==> src/rtl/uart_pkg.sv <==
// Shared types and helpers for the UART transmit path (and the future receiver).
package uart_pkg;

    typedef enum logic [2:0] {
        ST_IDLE,
        ST_START,
        ST_DATA,
        ST_PARITY,
        ST_STOP
    } tx_state_e;

    localparam int PAR_NONE = 0;
    localparam int PAR_ODD  = 1;
    localparam int PAR_EVEN = 2;

    function automatic int frame_cycles(int data_bits, int parity, int stop_bits, int div);
        return (1 + data_bits + ((parity != PAR_NONE) ? 1 : 0) + stop_bits) * div;
    endfunction

endpackage

==> src/rtl/uart_tx_fifo_if.sv <==
// Valid/ready word handshake into the UART transmit FIFO.
interface uart_tx_fifo_if #(
    parameter int DATA_BITS = 8
);
    logic [DATA_BITS-1:0] tx_data;
    logic                 tx_valid;
    logic                 tx_ready;

    modport master (output tx_data, output tx_valid, input  tx_ready);
    modport slave  (input  tx_data, input  tx_valid, output tx_ready);
endinterface

==> src/rtl/sync_fifo.sv <==
// Single-clock FIFO with occupancy count; head word is visible on rdata while not empty.
module sync_fifo #(
    parameter int WIDTH = 8,
    parameter int DEPTH = 16
) (
    input  logic                   sys_clk,
    input  logic                   sys_rst_n,
    input  logic                   push,
    input  logic [WIDTH-1:0]       wdata,
    input  logic                   pop,
    output logic [WIDTH-1:0]       rdata,
    output logic                   full,
    output logic                   empty,
    output logic [$clog2(DEPTH):0] count
);
    localparam int AW    = $clog2(DEPTH);
    localparam int CNT_W = AW + 1;

    if (DEPTH < 2 || (DEPTH & (DEPTH - 1)) != 0) begin : g_bad_depth
        $error("sync_fifo: DEPTH must be a power of two and at least 2");
    end

    logic [WIDTH-1:0] mem [DEPTH];
    logic [AW-1:0]    wr_ptr;
    logic [AW-1:0]    rd_ptr;
    logic             do_push;
    logic             do_pop;

    assign full    = (count == CNT_W'(DEPTH));
    assign empty   = (count == '0);
    assign do_push = push && !full;
    assign do_pop  = pop && !empty;
    assign rdata   = mem[rd_ptr];

    always_ff @(posedge sys_clk) begin
        if (do_push) mem[wr_ptr] <= wdata;
    end

    // Pointers wrap naturally because DEPTH is a power of two.
    always_ff @(posedge sys_clk or negedge sys_rst_n) begin
        if (!sys_rst_n) begin
            wr_ptr <= '0;
            rd_ptr <= '0;
            count  <= '0;
        end else begin
            if (do_push) wr_ptr <= wr_ptr + 1'b1;
            if (do_pop)  rd_ptr <= rd_ptr + 1'b1;
            case ({do_push, do_pop})
                2'b10:   count <= count + 1'b1;
                2'b01:   count <= count - 1'b1;
                default: count <= count;
            endcase
        end
    end

endmodule

==> src/rtl/uart_tx_fifo.sv <==
// UART transmitter fed from an internal FIFO; DATA_BITS-wide frames, optional parity, 1 or 2 stop bits.
module uart_tx_fifo
    import uart_pkg::*;
#(
    parameter int CLK_FREQ   = 50_000_000,
    parameter int BAUD_RATE  = 115_200,
    parameter int DATA_BITS  = 8,
    parameter int PARITY     = 0,
    parameter int STOP_BITS  = 1,
    parameter int FIFO_DEPTH = 16
) (
    input  logic                        sys_clk,
    input  logic                        sys_rst_n,
    uart_tx_fifo_if.slave               host,
    output logic                        tx,
    output logic                        busy,
    output logic                        tx_done,
    output logic [$clog2(FIFO_DEPTH):0] fifo_level
);
    localparam int DIV    = CLK_FREQ / BAUD_RATE;
    localparam int BAUD_W = (DIV > 1) ? $clog2(DIV) : 1;
    localparam int BIT_W  = $clog2(DATA_BITS) + 1;

    localparam logic [BAUD_W-1:0] BAUD_LAST = BAUD_W'(DIV - 1);
    localparam logic [BIT_W-1:0]  DATA_LAST = BIT_W'(DATA_BITS - 1);
    localparam logic [BIT_W-1:0]  STOP_LAST = BIT_W'(STOP_BITS - 1);

    if (DIV < 2 || DATA_BITS < 5 || DATA_BITS > 9 || PARITY < PAR_NONE || PARITY > PAR_EVEN ||
        STOP_BITS < 1 || STOP_BITS > 2 || FIFO_DEPTH < 2 ||
        (FIFO_DEPTH & (FIFO_DEPTH - 1)) != 0) begin : g_bad_param
        $error("uart_tx_fifo: illegal parameter combination");
    end

    function automatic logic parity_of(logic [DATA_BITS-1:0] word);
        return (PARITY == PAR_ODD) ? ~(^word) : ^word;
    endfunction

    tx_state_e            state;
    logic [BAUD_W-1:0]    baud_cnt;
    logic [BIT_W-1:0]     bit_cnt;
    logic [DATA_BITS-1:0] shreg;
    logic                 par_bit;
    logic [DATA_BITS-1:0] fifo_rdata;
    logic                 fifo_full;
    logic                 fifo_empty;
    logic                 push;
    logic                 pop;
    logic                 baud_end;
    logic                 stop_end;
    logic                 line;

    assign host.tx_ready = !fifo_full;
    assign push          = host.tx_valid && !fifo_full;
    assign baud_end      = (baud_cnt == BAUD_LAST);
    assign stop_end      = (state == ST_STOP) && baud_end && (bit_cnt == STOP_LAST);
    assign pop           = !fifo_empty && ((state == ST_IDLE) || stop_end);

    sync_fifo #(
        .WIDTH (DATA_BITS),
        .DEPTH (FIFO_DEPTH)
    ) u_fifo (
        .sys_clk   (sys_clk),
        .sys_rst_n (sys_rst_n),
        .push      (push),
        .wdata     (host.tx_data),
        .pop       (pop),
        .rdata     (fifo_rdata),
        .full      (fifo_full),
        .empty     (fifo_empty),
        .count     (fifo_level)
    );

    always_comb begin
        line = 1'b1;
        case (state)
            ST_START:  line = 1'b0;
            ST_DATA:   line = shreg[0];
            ST_PARITY: line = par_bit;
            default:   line = 1'b1;
        endcase
    end

    // Word and parity are captured at pop, so tx_data may change freely afterwards.
    always_ff @(posedge sys_clk) begin
        if (pop) begin
            shreg   <= fifo_rdata;
            par_bit <= parity_of(fifo_rdata);
        end else if (state == ST_DATA && baud_end) begin
            shreg <= shreg >> 1;
        end
    end

    // tx follows the state one cycle later, so every bit still lasts exactly DIV cycles.
    always_ff @(posedge sys_clk or negedge sys_rst_n) begin
        if (!sys_rst_n) begin
            state    <= ST_IDLE;
            baud_cnt <= '0;
            bit_cnt  <= '0;
            tx       <= 1'b1;
            busy     <= 1'b0;
            tx_done  <= 1'b0;
        end else begin
            tx      <= line;
            tx_done <= 1'b0;
            if (state != ST_IDLE) baud_cnt <= baud_end ? '0 : baud_cnt + 1'b1;
            case (state)
                ST_IDLE: begin
                    if (pop) begin
                        state    <= ST_START;
                        baud_cnt <= '0;
                        bit_cnt  <= '0;
                        busy     <= 1'b1;
                    end
                end
                ST_START: begin
                    if (baud_end) state <= ST_DATA;
                end
                ST_DATA: begin
                    if (baud_end) begin
                        if (bit_cnt == DATA_LAST) begin
                            bit_cnt <= '0;
                            state   <= (PARITY != PAR_NONE) ? ST_PARITY : ST_STOP;
                        end else begin
                            bit_cnt <= bit_cnt + 1'b1;
                        end
                    end
                end
                ST_PARITY: begin
                    if (baud_end) state <= ST_STOP;
                end
                ST_STOP: begin
                    if (baud_end) begin
                        if (bit_cnt == STOP_LAST) begin
                            tx_done  <= 1'b1;
                            bit_cnt  <= '0;
                            baud_cnt <= '0;
                            if (pop) begin
                                state <= ST_START;
                            end else begin
                                state <= ST_IDLE;
                                busy  <= 1'b0;
                            end
                        end else begin
                            bit_cnt <= bit_cnt + 1'b1;
                        end
                    end
                end
                default: state <= ST_IDLE;
            endcase
        end
    end

endmodule

==> src/flat_wrapper.sv <==
// flat-port wrapper written by rule: the top's interface ports become plain ports
module uart_tx_fifo_flat import uart_pkg::*;
#(
    parameter int CLK_FREQ   = 50_000_000,
    parameter int BAUD_RATE  = 115_200,
    parameter int DATA_BITS  = 8,
    parameter int PARITY     = 0,
    parameter int STOP_BITS  = 1,
    parameter int FIFO_DEPTH = 16
)
  (sys_clk, sys_rst_n, tx, busy, tx_done, fifo_level, host_tx_data, host_tx_valid, host_tx_ready);
  uart_tx_fifo_if #(.DATA_BITS(DATA_BITS)) host_i ();
  input  logic sys_clk;
  input  logic sys_rst_n;
  output logic tx;
  output logic busy;
  output logic tx_done;
  output logic [$clog2(FIFO_DEPTH):0] fifo_level;
  input wire logic [$bits(host_i.tx_data)-1:0] host_tx_data;
  input wire logic [$bits(host_i.tx_valid)-1:0] host_tx_valid;
  output wire logic [$bits(host_i.tx_ready)-1:0] host_tx_ready;
  assign host_i.tx_data = host_tx_data;
  assign host_i.tx_valid = host_tx_valid;
  assign host_tx_ready = host_i.tx_ready;
  uart_tx_fifo #(.CLK_FREQ(CLK_FREQ), .BAUD_RATE(BAUD_RATE), .DATA_BITS(DATA_BITS), .PARITY(PARITY), .STOP_BITS(STOP_BITS), .FIFO_DEPTH(FIFO_DEPTH)) u_core (.sys_clk(sys_clk), .sys_rst_n(sys_rst_n), .host(host_i), .tx(tx), .busy(busy), .tx_done(tx_done), .fifo_level(fifo_level));
endmodule
==> config.mk <==
export PLATFORM = sky130hd
export DESIGN_NAME = uart_tx_fifo_flat
export DESIGN_NICKNAME = d
export VERILOG_FILES = /design/src/rtl/uart_pkg.sv /design/src/rtl/uart_tx_fifo_if.sv /design/src/rtl/sync_fifo.sv /design/src/rtl/uart_tx_fifo.sv /design/src/flat_wrapper.sv
export SDC_FILE = /design/constraint.sdc
export NUM_CORES = 1
export LEC_CHECK = 0
export CORE_MARGIN = 3
export CORE_UTILIZATION = 25
export CTS_BUF_LIST = sky130_fd_sc_hd__clkbuf_8
export DETAILED_ROUTE_END_ITERATION = 8
export DONT_BUFFER_PORTS = 1
export GPL_TIMING_DRIVEN = 0
export PLACE_DENSITY = 0.48
export SYNTH_ARGS = -nofsm -noshare
export SYNTH_HDL_FRONTEND = slang
export SYNTH_SLANG_ARGS = --single-unit
==> constraint.sdc <==
create_clock -name sys_clk -period 3.6 [get_ports sys_clk]
set_input_delay 1.08 -clock sys_clk [delete_from_list [all_inputs] [get_ports sys_clk]]
set_output_delay 1.08 -clock sys_clk [all_outputs]
set_load 0.02 [all_outputs]
# Word-level counts from Yosys, hierarchy flattened
# Memory sizes are Yosys's and may differ from the RTL's.
# Index checks and enable logic that the tools add are counted.
# W data, S select, Z words.
# totals
regBits,41
ram_bits,128
in_bits,11
out_inout_bits,9
wordCells,92
n_memories,1
# memory_table
name,depth,width,read_ports,rd_clocked_by_memory_dff,write_ports,line,rtl
u_core.u_fifo.mem,16,8,1,0,1,sync_fifo.sv:23,logic [WIDTH-1:0] mem [DEPTH];
# classes
addsub,6
n_eq_ne,17
n_mux,35
n_reduce_logical,22
# ops
operator,count
$mux W9,5
$mux W3,7
$mux W4,5
$pmux W9 S2,1
$mux W8,2
$pmux W3 S5,1
$add A4 B1 Y4 const B,3
$pmux W4 S3,1
$mux W1,10
$pmux W5 S2,1
$add A9 B1 Y9 const B,1
$eq A9 B9 Y1 const B,1
$ne A2 B1 Y1 const B,4
$ne A2 B2 Y1 const B,4
$reduce_xor A8 Y1,1
$logic_and A1 B1 Y1,7
$reduce_and A7 Y1,1
$eq A3 B2 Y1 const B,2
$reduce_bool A2 Y1,3
$reduce_bool A3 Y1,2
$add A5 B1 Y5 const B,1
$eq A5 B5 Y1 const B,1
$logic_not A5 Y1,1
$reduce_and A5 Y1,1
other kinds (13),14

# Longest topological paths before layout
# depth
ltp_word,9
mapped_depth,15
ltp_nobuf,15

# Hierarchy
# Synthesis repeated with hierarchy kept, for this count alone.
# hier_totals
cells_unflattened,471
hier_area_um2,7299.5
# modules_own_cells
mod,n_inst,cells_per_inst,area_per_inst_um2,seq_area_each_um2
sync_fifo,1,332,5779.3,4169.0
uart_tx_fifo,1,139,1520.2,747.0

# Worst setup path before layout
# OpenSTA, ideal clock, no wires.
# synth_timing
path_type,in2reg
startpoint,in host_tx_valid
endpoint,reg u_core.u_fifo.count[4]
setup_time_ns,0.132
arrival_time_ns,2.704
t_required_ns,3.468
slack_ns,0.763
path_stages,10
n_path_buf,1
cell_sequence,and2_1 -> clkbuf_1 -> inv_1 -> ha_1 -> ha_1 -> a21o_1 -> a21oi_1 -> xnor2_1 -> nor2_1 -> xor2_1
# synth_between
elab_chain_cells,4
word_cells_on_any_way,6
classes_between,2 x eq/ne; 1 x mux; 3 x reduce/logical
# synth_rtl
item,line,rtl
"start, declared",flat_wrapper.sv:20,input wire logic [$bits(host_i.tx_valid)-1:0] host_tx_valid;
$logic_and A1 B1 Y1 *,uart_tx_fifo.sv:53,assign push = host.tx_valid && !fifo_full;
$logic_and A1 B1 Y1 *,sync_fifo.sv:31,assign do_push = push && !full;
$eq A2 B1 Y1 / $eq A2 B2 Y1 (equally long branches),sync_fifo.sv:48,"case ({do_push, do_pop})"
$pmux W5 S2 / $reduce_bool A2 Y1 (equally long branches),--,
"end signal, assigned",sync_fifo.sv:49,2'b10: count <= count + 1'b1;
"end signal, assigned",sync_fifo.sv:50,2'b01: count <= count - 1'b1;
"end signal, assigned",sync_fifo.sv:51,default: count <= count;
"end, declared",sync_fifo.sv:14,output logic [$clog2(DEPTH):0] count
# Every way passes the cells marked *; elsewhere a longest branch is shown, timed or not.
# A chain may end at the register's enable or synchronous reset.

# Worst setup path after layout
# layout_timing
startpoint,reg u_core.baud_cnt[1]
endpoint,reg u_core.u_fifo.count[4]
# layout_between
elab_chain_cells,8
word_cells_on_any_way,10
classes_between,3 x eq/ne; 1 x mux; 6 x reduce/logical
# layout_rtl
item,line,rtl
"start, declared",uart_tx_fifo.sv:39,logic [BAUD_W-1:0] baud_cnt;
"start signal, assigned",uart_tx_fifo.sv:105,if (state != ST_IDLE) baud_cnt <= baud_end ? '0 : baud_cnt + 1'b1;
$eq A9 B9 Y1 *,uart_tx_fifo.sv:54,assign baud_end = (baud_cnt == BAUD_LAST);
$logic_and A1 B1 Y1 * (2 in series),uart_tx_fifo.sv:55,assign stop_end = (state == ST_STOP) && baud_end && (bit_cnt == STOP_LAST);
$logic_or A1 B1 Y1 *,uart_tx_fifo.sv:56,assign pop = !fifo_empty && ((state == ST_IDLE) || stop_end);
$logic_and A1 B1 Y1 *,uart_tx_fifo.sv:56,
$logic_and A1 B1 Y1 *,sync_fifo.sv:32,assign do_pop = pop && !empty;
$eq A2 B1 Y1 / $eq A2 B2 Y1 (equally long branches),sync_fifo.sv:48,
$pmux W5 S2 / $reduce_bool A2 Y1 (equally long branches),--,
# Marks and branches as above.

==> results.ini <==
[outcome]
status=completed

[power_and_ir_drop]
pwr_density_cell_nw_per_um2=755
cellLeakagePower_uw=0.00274
power.share.clock_pct=23.2
seq_power_share_pct=42.7
ir_drop_uv=285
power.switching_uw=2080
cell_internal_pwr_uw=4050
p_comb_share_pct=34.1
p_sw_share_pct=33.9

[logic_synthesis]
ys_top_cells_by_area=edfxtp_1 57%, dfrtp_1 11%, mux4_2 8.8%, ha_1 2.3%, mux2i_1 1.8%
ys_ff_latch=169
ys.flop_type=edfxtp_1
synth_top_area_share_pct=57.2
synth_edf_count=137
synth.cell_area_um2=7190
synthArstFlopShare_pct=18.9
synth.avg_cell_area_um2=16.7
syn-instance-count=430
synth_fp_nets=455
yosys_warnings=0
yosysSeqAreaShare_pct=68.4
synth.distinct_cells=53
yosysTopAreaCell=edfxtp_1

[critical_path]
arrival_ns=3.66
critPathRequiredTime_ns=3.93
criticalPathCategory=reg -> reg
cp-start-kind=flip-flop
cp_max_fo=6
worstSetupEndpointType=flip-flop

[min_path]
hp-class=in -> async

[clock_network]
root_buffer=clkbuf_8
clk_latency_ns=0.46
htreeDepth=4
cts_setup_buffers=0
cts_tree=done
clock_sinks=169
cts_buffer_depth=2
clkTransAtPathRegs_ns=0.11
numCtsBuffers=17
cts_hold_buf=0
cts_resized=0

[floorplan]
row_count=61
start_util_pct=25.6
core_um2=28100
die_h_um=176
die_w_um=176
io_pins=20
die-area_um2=30800

[detailed_routing]
wire_per_inst_um=17.0
detail_route.first_pass.iterations=4
drt-initial-drc-count=296
drt_wl_total_um=14300
drc=0
drtAntennaViolNets=0
via_count=3680
viasPerCell=4.38

[cells_and_area]
drive_above_1_share_pct=18.8
final_cell_count_no_fill=840
area_growth_pct=12.9
utilization_pct=28.9
nets=474
fill_cells=2830
n_antenna_cell=0

[timing]
fin_skew_ns=0.0170
rsz0062_at_grt=false
hold_viol=0
tns_ns=0
setup_viol=0
worst-slew-pin-transition_ns=0.996
slew_headroom_pct=33.4
fmax_ghz=0.300
layout_min_cycle_time_ns=3.33
setup_ws_ns=0.266
slew_viol_final=0
fin_crit_sh_pct=92.6

[run]
maxCapViolCount=0

[placed_design]
place_inst=808
hpwl_um=9660
place_ws_ns=0.247
routabilityCongestion=0.756
port-buffer-count=0

[global_route]
grt_pass1_wl_um=22200
antenna_found_initial=0
grt_max_degree=33
grt.overflow.total=0
grt_util_all_layers_pct=9.61
grt_pass1_vias=3788

routing by layer:
metal | vias up | GRT usage [%] | routed length (µm)
li1 | 1699 | - | -
met1 | 1926 | 12.5 | 6690
met2 | 45 | 15.8 | 7040
met3 | 10 | 2.77 | 425
met4 | 0 | 2.57 | 121
met5 | - | 0 | 0
kinds of logic (layout without fill, tap and decap cells):
logic type               count (synthesis)  after routing  share of synthesized area, %
flip-flops                             169            169                          68.4
adder cells (fa/ha/maj)                 14             14                          2.54
AND/OR/NAND/NOR                         86             86                          5.69
buffers and inverters                   34             66                          2.71
XOR/XNOR                                25             25                          3.45
AO/OA/AOI/OAI                           51             51                          4.68
multiplexers                            51             51                          12.6
metrics by stage:
stage / hold WS, ns / total power (µW) / cell area [µm²]
2_1_floorplan: 0.468 / 4250 / 7190
3_3_place_gp: 0.493 / 4730 / 7660
3_5_place_dp: 0.498 / 4790 / 7680
4_1_cts: 0.270 / 6200 / 8120
5_1_grt: 0.256 / 6470 / 8120
6_report: 0.302 / 6130 / 8120
critical path, stage by stage, from the launching register on:
cell,delay (ns)
dfrtp_1,0.42
inv_1,0.08
ha_1,0.15
nand2b_1,0.07
nor4_2,0.44
nand3_1,0.33
a21oi_1,0.32
ha_1,0.29
inv_1,0.10
fa_1,0.41
inv_1,0.07
a21o_1,0.10
a21oi_1,0.07
xnor2_1,0.14
nor2_1,0.06
xor2_1,0.15
cell type report:
cell class | count | area, µm² | area share (%)
clock buffer | 17 | 234 | 2.88
tap | 378 | 473 | 5.83
sequential | 169 | 4920 | 60.6
buffer | 19 | 139 | 1.71
clock inverter | 15 | 200 | 2.47
inverter | 15 | 56.3 | 0.694
multi-input combinational | 227 | 2100 | 25.9
Yosys cell counts, drive strengths merged (3+ instances only):
cell type	instances
dfrtp	31
or2	3
a22oi	3
o21ai	15
a221oi	6
buf	9
inv	14
mux2	8
nor2	32
mux2i	13
nor2b	3
edfxtp	137
nand4	3
nand3	7
nand2b	4
and3	3
xor2	8
clkbuf	10
xnor2	16
nor3	5
mux4	30
a21oi	11
o31ai	4
nand2	18
ha	13
sequential cells by signal (all words and copies together) (netlist names):
| register | count |
|---|---|
| u_core.par_bit | 1 |
| u_core.bit_cnt | 4 |
| u_core.tx_done | 1 |
| u_core.u_fifo.rd_ptr | 4 |
| u_core.u_fifo.mem | 128 |
| u_core.state | 3 |
| u_core.tx | 1 |
| u_core.u_fifo.wr_ptr | 4 |
| u_core.u_fifo.count | 5 |
| u_core.baud_cnt | 9 |
| u_core.busy | 1 |
| u_core.shreg | 8 |
placed cells by master, fill, tap and decap left out, drive strengths merged, types with 15 or more instances in the layout:
cell type and n:
inv 21, dfrtp 31, nand2 18, nor2 32
xnor2 16, mux4 30, o21ai 15, edfxtp 137
clkbuf 27
worst paths after layout:
kind | slack (ns) | to | cells past startpoint | from
min reg2reg | 0.51 | u_core.bit_cnt[3] | 1 | u_core.bit_cnt[3]
max reg2reg | 0.27 | u_core.u_fifo.count[4] | 15 | u_core.baud_cnt[1]
max | 0.27 | u_core.u_fifo.count[4] | 15 | u_core.baud_cnt[1]
max in group asynchronous | 3.12 | u_core.tx | 0 | sys_rst_n
min in group sys_clk | 0.51 | u_core.bit_cnt[3] | 1 | u_core.bit_cnt[3]
min | 0.30 | u_core.u_fifo.wr_ptr[2] | 0 | sys_rst_n
power groups by stage:
stage          clock (µW)  combinational, µW  sequential (µW)
2_1_floorplan           0               1640             2620
3_3_place_gp            0               2080             2650
3_5_place_dp            0               2120             2660
4_1_cts              1450               2130             2620
5_1_grt              1540               2280             2650
6_report             1420               2090             2620
Note: power is estimated with default switching activity, not from simulation.
